### config.mk
export PLATFORM = sky130hd
export DESIGN_NAME = dmem_write_buffer
export DESIGN_NICKNAME = d
export VERILOG_FILES = /design/src/rtl/dmem_write_buffer_pkg.sv /design/src/rtl/dmem_write_buffer_fwd_match.sv /design/src/rtl/dmem_write_buffer.sv
export SDC_FILE = /design/constraint.sdc
export NUM_CORES = 1
export LEC_CHECK = 0
export ABC_CLOCK_PERIOD_IN_PS = 5720
export BUFFER_PORTS_ARGS = -buffer_cell sky130_fd_sc_hd__buf_2
export CAP_MARGIN = 20
export CORE_ASPECT_RATIO = 0.5
export CORE_MARGIN = 4
export CORE_UTILIZATION = 50
export CTS_BUF_LIST = sky130_fd_sc_hd__clkbuf_8
export DETAILED_ROUTE_END_ITERATION = 10
export PLACE_DENSITY = 0.75
export SYNTH_ARGS = -nofsm -noshare
export SYNTH_HDL_FRONTEND = slang
export SYNTH_SLANG_ARGS = --single-unit
### constraint.sdc
create_clock -name clock -period 5.72 [get_ports clock]
set_input_delay 1.43 -clock clock [delete_from_list [all_inputs] [get_ports clock]]
set_output_delay 1.43 -clock clock [all_outputs]
set_load 0.01 [all_outputs]
### src/rtl/dmem_write_buffer_pkg.sv
// Shared constants and types for the data-memory posted-write buffer.
// The word-address helper is also what a DMEM model uses to index its array.
package dmem_write_buffer_pkg;

  localparam int WB_DEPTH = 4;
  localparam int WB_PTR_W = 2;

  localparam int WA_HI = 31;
  localparam int WA_LO = 2;
  localparam int WA_W  = WA_HI - WA_LO + 1;

  typedef logic [WA_W-1:0] waddr_t;

  function automatic waddr_t word_addr(input logic [31:0] byte_addr);
    return byte_addr[WA_HI:WA_LO];
  endfunction

endpackage

### src/rtl/dmem_write_buffer_fwd_match.sv
// Store-to-load forwarding match: finds the youngest valid buffered store to
// the load's word address, scanning oldest-to-youngest from rd_ptr so wrap is handled.
module wbuf_fwd_match
  import dmem_write_buffer_pkg::*;
#(
  parameter int DEPTH = WB_DEPTH,
  parameter int PTR_W = WB_PTR_W
) (
  input  logic [DEPTH-1:0] ent_valid,
  input  waddr_t           ent_addr [DEPTH],
  input  logic [31:0]      ent_data [DEPTH],
  input  waddr_t           cpu_word,
  input  logic [PTR_W-1:0] rd_ptr,
  input  logic [PTR_W:0]   count,
  output logic             hit,
  output logic [31:0]      hit_data
);

  always_comb begin
    logic [PTR_W-1:0] slot;
    // NOTE: every comb output gets a default before any conditional write, so no latch is inferred.
    hit      = 1'b0;
    hit_data = '0;
    slot     = '0;
    // Later ages overwrite earlier ones, leaving the youngest match.
    for (int age = 0; age < DEPTH; age++) begin
      slot = rd_ptr + PTR_W'(age);
      if (((PTR_W+1)'(age) < count) && ent_valid[slot] && (ent_addr[slot] == cpu_word)) begin
        hit      = 1'b1;
        hit_data = ent_data[slot];
      end
    end
  end

endmodule

### src/rtl/dmem_write_buffer.sv
// Posted-write buffer between the MEM-stage data port and the data-memory bus:
// stores queue in a FIFO that drains over req/ack, loads forward from it.
module dmem_write_buffer
  import dmem_write_buffer_pkg::*;
#(
  parameter int DEPTH = WB_DEPTH,
  parameter int PTR_W = WB_PTR_W
) (
  input  logic        clock,
  input  logic        reset,
  input  logic [31:0] cpu_addr,
  input  logic [31:0] cpu_wdata,
  input  logic        cpu_we,
  output logic [31:0] cpu_rdata,
  output logic [31:0] mem_raddr,
  input  logic [31:0] mem_rdata,
  output logic        mem_wreq,
  output logic [31:0] mem_waddr,
  output logic [31:0] mem_wdata,
  input  logic        mem_wack,
  output logic        buf_full,
  output logic        buf_empty,
  output logic        overflow
);

  localparam logic [PTR_W:0]   FULL_CNT = (PTR_W+1)'(DEPTH);
  localparam logic [PTR_W-1:0] PTR_ONE  = PTR_W'(1);
  localparam logic [PTR_W:0]   CNT_ONE  = (PTR_W+1)'(1);

  logic [PTR_W-1:0] wr_ptr_q, wr_ptr_d;
  logic [PTR_W-1:0] rd_ptr_q, rd_ptr_d;
  logic [PTR_W:0]   count_q, count_d;
  logic             overflow_q, overflow_d;
  logic [DEPTH-1:0] valid_q, valid_d;
  waddr_t           ent_addr_q [DEPTH];
  waddr_t           ent_addr_d [DEPTH];
  logic [31:0]      ent_data_q [DEPTH];
  logic [31:0]      ent_data_d [DEPTH];

  logic        pop;
  logic        push;
  logic        fwd_hit;
  logic [31:0] fwd_data;

  assign buf_empty = (count_q == '0);
  assign buf_full  = (count_q == FULL_CNT);
  assign mem_wreq  = !buf_empty;
  assign mem_waddr = {ent_addr_q[rd_ptr_q], 2'b00};
  assign mem_wdata = ent_data_q[rd_ptr_q];
  assign mem_raddr = cpu_addr;
  assign overflow  = overflow_q;

  // A full buffer still accepts a store when the head leaves on the same edge.
  assign pop  = mem_wreq && mem_wack;
  assign push = cpu_we && (!buf_full || pop);

  always_comb begin
    wr_ptr_d   = wr_ptr_q;
    rd_ptr_d   = rd_ptr_q;
    count_d    = count_q;
    overflow_d = overflow_q | (cpu_we & ~push);
    valid_d    = valid_q;
    ent_addr_d = ent_addr_q;
    ent_data_d = ent_data_q;
    if (pop) begin
      valid_d[rd_ptr_q] = 1'b0;
      rd_ptr_d          = rd_ptr_q + PTR_ONE;
    end
    // Push after pop: when full, wr_ptr equals rd_ptr and the new entry must win.
    if (push) begin
      valid_d[wr_ptr_q]    = 1'b1;
      ent_addr_d[wr_ptr_q] = word_addr(cpu_addr);
      ent_data_d[wr_ptr_q] = cpu_wdata;
      wr_ptr_d             = wr_ptr_q + PTR_ONE;
    end
    if (push && !pop) begin
      count_d = count_q + CNT_ONE;
    end else if (pop && !push) begin
      count_d = count_q - CNT_ONE;
    end
  end

  // NOTE: state registers use non-blocking assignments so every flop samples pre-edge values.
  always_ff @(posedge clock or negedge reset) begin
    if (!reset) begin
      wr_ptr_q   <= '0;
      rd_ptr_q   <= '0;
      count_q    <= '0;
      overflow_q <= 1'b0;
      valid_q    <= '0;
    end else begin
      wr_ptr_q   <= wr_ptr_d;
      rd_ptr_q   <= rd_ptr_d;
      count_q    <= count_d;
      overflow_q <= overflow_d;
      valid_q    <= valid_d;
    end
  end

  // NOTE: entry storage is not reset; valid_q and count_q gate every use of it.
  always_ff @(posedge clock) begin
    ent_addr_q <= ent_addr_d;
    ent_data_q <= ent_data_d;
  end

  wbuf_fwd_match #(
    .DEPTH (DEPTH),
    .PTR_W (PTR_W)
  ) u_fwd_match (
    .ent_valid (valid_q),
    .ent_addr  (ent_addr_q),
    .ent_data  (ent_data_q),
    .cpu_word  (word_addr(cpu_addr)),
    .rd_ptr    (rd_ptr_q),
    .count     (count_q),
    .hit       (fwd_hit),
    .hit_data  (fwd_data)
  );

  assign cpu_rdata = fwd_hit ? fwd_data : mem_rdata;

endmodule
==> results_dict.tcl <==
set metrics [dict create \
    cts_buffers 42 \
    rsz0062_at_grt "yes" \
    slew-limit-headroom_pct 34.1 \
    cp_max_fo 8 \
    syn_inst 1267 \
    dpl.hpwl_um 29800 \
    power_leakage_nw 7.52 \
    r2r_end "ent_data_q[80]$_DFFE_PP_" \
    final_cells 1966 \
    grt_max_degree 73 \
    endpoint "cpu_rdata[23]" \
    antenna_found_initial 1 \
    synth-async-reset-ratio_pct 4.62 \
    io_pins 232 \
    synth_top_family_by_area "multiplexers" \
    maxCapViolations 0 \
    grt_usage_pct 25.1 \
    drtAntennaViolNets 0 \
    clock-sinks 260 \
    synthSimpleGateAreaFrac_pct 7.23 \
    synth.distinct_cells 45 \
    synthAdderAreaFrac_pct 0.925 \
    wl_met1_um 18100 \
    drive_above_1_share_pct 40.8 \
    first_pass_iters 5 \
    routabilityCongestion 0.934 \
    worst-path-buf-inv 6 \
    synth_xor_area_share_pct 6.59 \
    rows 48 \
    synthMuxAreaShare_pct 29.5 \
    cp-startpoint "rd_ptr_q[0]$_DFFE_PN0P_" \
    crit_cells 14 \
    grt_pass1_vias 13000 \
    syn_avg_cell_area_um2 13.9 \
    r2r_slack_ns 2.68 \
    reg2reg_depth 7 \
    fin_nets 1571 \
    dp_cells 1855 \
    synth_edf_count 248 \
    wl_per_cell_um 25.0 \
    clk-insertion-delay-late_ns 0.57 \
    finalHoldViolCount 0 \
    drv_slew 0 \
    synth_seq_area_share_pct 44.0 \
    end_kind "primary output" \
    die_x_um 273 \
    wl_um 49200 \
    worst_slack_ns -0.00902 \
    crit_type "reg2out" \
    start_util_pct 50.9 \
    topRoutingLayerUsed "met4" \
    cp.arrival_ns 4.30 \
    grt_first_pass_wirelength_um 75200 \
    required_ns 4.29 \
    die-area_um2 38400 \
    grt-ovfl-total 0 \
    dr_wl_met2_um 25100 \
    first_iter_violations 1253 \
    path_cells "clkinvlp_4 > ha_4 > bufbuf_16 > mux4_2 > xnor2_2 > nand4_1 > or4_4 > o41ai_4 > buf_6 > buf_6 > buf_12 > a21oi_2 > o21ai_1 > buf_2" \
    cts_tree "done" \
    io_buffers 225 \
    crit_family "buffers and inverters" \
    cts.reportedPaths.clkPinSlew_ns 0.07 \
    cpMaxStageDelayCell "mux4_2" \
    cts_hold_buf 0 \
    violations "setup timing" \
    die_h_um 141 \
    synth-seq-cells 260 \
    clock_path_buffers 3 \
    syn_area_um2 17600 \
    status "finished, violations left" \
    holdCritPathClass "reg2reg" \
    htreeDepth 2 \
    synthToLayoutAreaGrowth_pct 17.6 \
    fmax_ghz 0.175 \
    ys_warn_count 0 \
    power.density_nw_per_um2 575 \
    cts_root_buffer "clkbuf_8" \
    timing.rr.start "count_q[0]$_DFFE_PN0P_" \
    vias 12600 \
    vdd_drop_max_mv 0.336 \
    via_per_inst 6.43 \
    coreArea_um2 34600 \
    setup_viol 2 \
    wl_met3_um 4180 \
    drcViolationCount 0 \
    crit_path_frequent_cell "buf_6" \
    post-route-period-util_pct 100 \
    skew_ns 0.0215 \
    fin_crit_ns 5.73 \
    fin_util_pct 59.8 \
    startpoint_type "flop" \
    ys.flop_type "edfxtp_1" \
    tightest_slew_ns 0.988 \
    cp_slowest_stage_delay_ns 0.54 \
    synth_compound_area_share_pct 6.51 \
]
-- synth_stat cells (6+ instances only) --
cell type	number	area share, %
buf_1	15	0.32
a21oi_1	6	0.17
xor2_1	23	1.1
nor2_1	7	0.15
ha_1	13	0.92
o31a_1	30	1.5
mux2i_1	104	5.9
edfxtp_1	248	42
nand2_1	106	2.3
a21o_1	6	0.26
a21oi_2	28	1.4
buf_2	35	1.0
dfrtp_1	12	1.7
nand3_1	15	0.43
mux4_2	184	24
clkbuf_1	42	0.90
buf_4	37	1.6
o21ai_1	31	0.88
and2_1	69	2.5
inv_1	39	0.83
o221ai_1	31	1.5
nor4_1	9	0.32
nand4_1	36	1.3
buf_6	9	0.58
xnor2_1	102	5.1
-- layer usage --
metal,vias up,global-route usage (%)
li1,5364,-
met1,6481,31.3
met2,643,44.0
met3,144,4.88
met4,0,9.27
met5,-,0
-- layout by cell type, fill, tap and decap left out, drive strengths merged, types with 2 or more instances in the layout --
master and n:
buf 279, edfxtp 248, mux4 184, nand2 106, xnor2 106, mux2i 104
and2 69, inv 50, clkbuf 48, o21ai 37, nand4 36, a21oi 34
o221ai 31, o31a 30, xor2 23, nand3 16, clkinv 14, ha 13
dfrtp 12, nor4 9, nor2 7, a21o 6, bufinv 4, bufbuf 3
a211oi 3, diode 2, nor2b 2, or4 2, conb 2
-- worst min path at each step --
stage	startpoint	end	slack (ns)	depth (start not counted)
detailed placement	overflow$_DFF_PN0_	overflow$_DFF_PN0_	0.45	1
finish	overflow$_DFF_PN0_	overflow$_DFF_PN0_	0.47	1
global route	overflow$_DFF_PN0_	overflow$_DFF_PN0_	0.49	1
CTS	overflow$_DFF_PN0_	overflow$_DFF_PN0_	0.46	1
floorplan	overflow$_DFF_PN0_	overflow$_DFF_PN0_	0.49	1
global placement	overflow$_DFF_PN0_	overflow$_DFF_PN0_	0.44	1
-- worst register-to-register path, cell delays in order, from the launching register on --
cell and delay (ns):
dfrtp_1 0.49, inv_1 0.12, ha_1 0.23, nand2_1 0.09, nor2_1 0.06, nor2b_1 0.43, and2_4 0.82, buf_4 0.45
-- flip-flops by register name, indices dropped and copies added, names as in the netlist --
signal and count:
rd_ptr_q 2, overflow 1, ent_data_q 128, valid_q 4
wr_ptr_q 2, ent_addr_q 120, count_q 3
-- cell families after synthesis --
| group | Yosys count |
|---|---|
| multiplexers | 288 |
| flip-flops | 260 |
| AND/OR/NAND/NOR | 250 |
| buffers and inverters | 178 |
| AO/OA/AOI/OAI | 148 |
| XOR/XNOR | 129 |
| adder cells (fa/ha/maj) | 13 |
| other | 1 |
-- area by class of cell --
| cell class | count | area [um2] |
|---|---|---|
| Clock buffer | 46 | 633 |
| Timing Repair Buffer | 284 | 2080 |
| Sequential cell | 260 | 7750 |
| Clock inverter | 29 | 224 |
| Fill cell | 2596 | 13900 |
| Tap cell | 475 | 594 |
| Inverter | 40 | 154 |
| Antenna cell | 2 | 5.00 |
| Multi-Input combinational cell | 830 | 9250 |
-- stage by stage --
step	hold WS [ns]	cell area (um2)	power, W	worst slack (ns)	setup TNS [ns]
after floorplan	0.493	17600	0.00778	0.202	0
after global placement	0.437	18800	0.00913	0.249	0
after detailed placement	0.449	18800	0.00929	0.212	0
after CTS	0.463	20400	0.0117	0.000157	0
after global routing	0.488	20700	0.0125	-0.151	-2.96
final	0.466	20700	0.0119	-0.00902	-0.0115
-- power by group --
group          total, W  internal (W)  switching (W)  leakage [nW]
Combinational   0.00741       0.00374        0.00367          4.62
Sequential      0.00281       0.00253       0.000278          2.41
Clock           0.00169      0.000921       0.000765         0.490
Total            0.0119       0.00719        0.00471          7.52
-- repair_timing --
item                                    4_1_cts  5_1_grt
endpoints found under the setup margin       32       32
pin swaps                                    17       25
resized for setup                            35       40
buffers inserted                             20        1
gates cloned                                  8        1
Power figures use the tool's default switching activity.
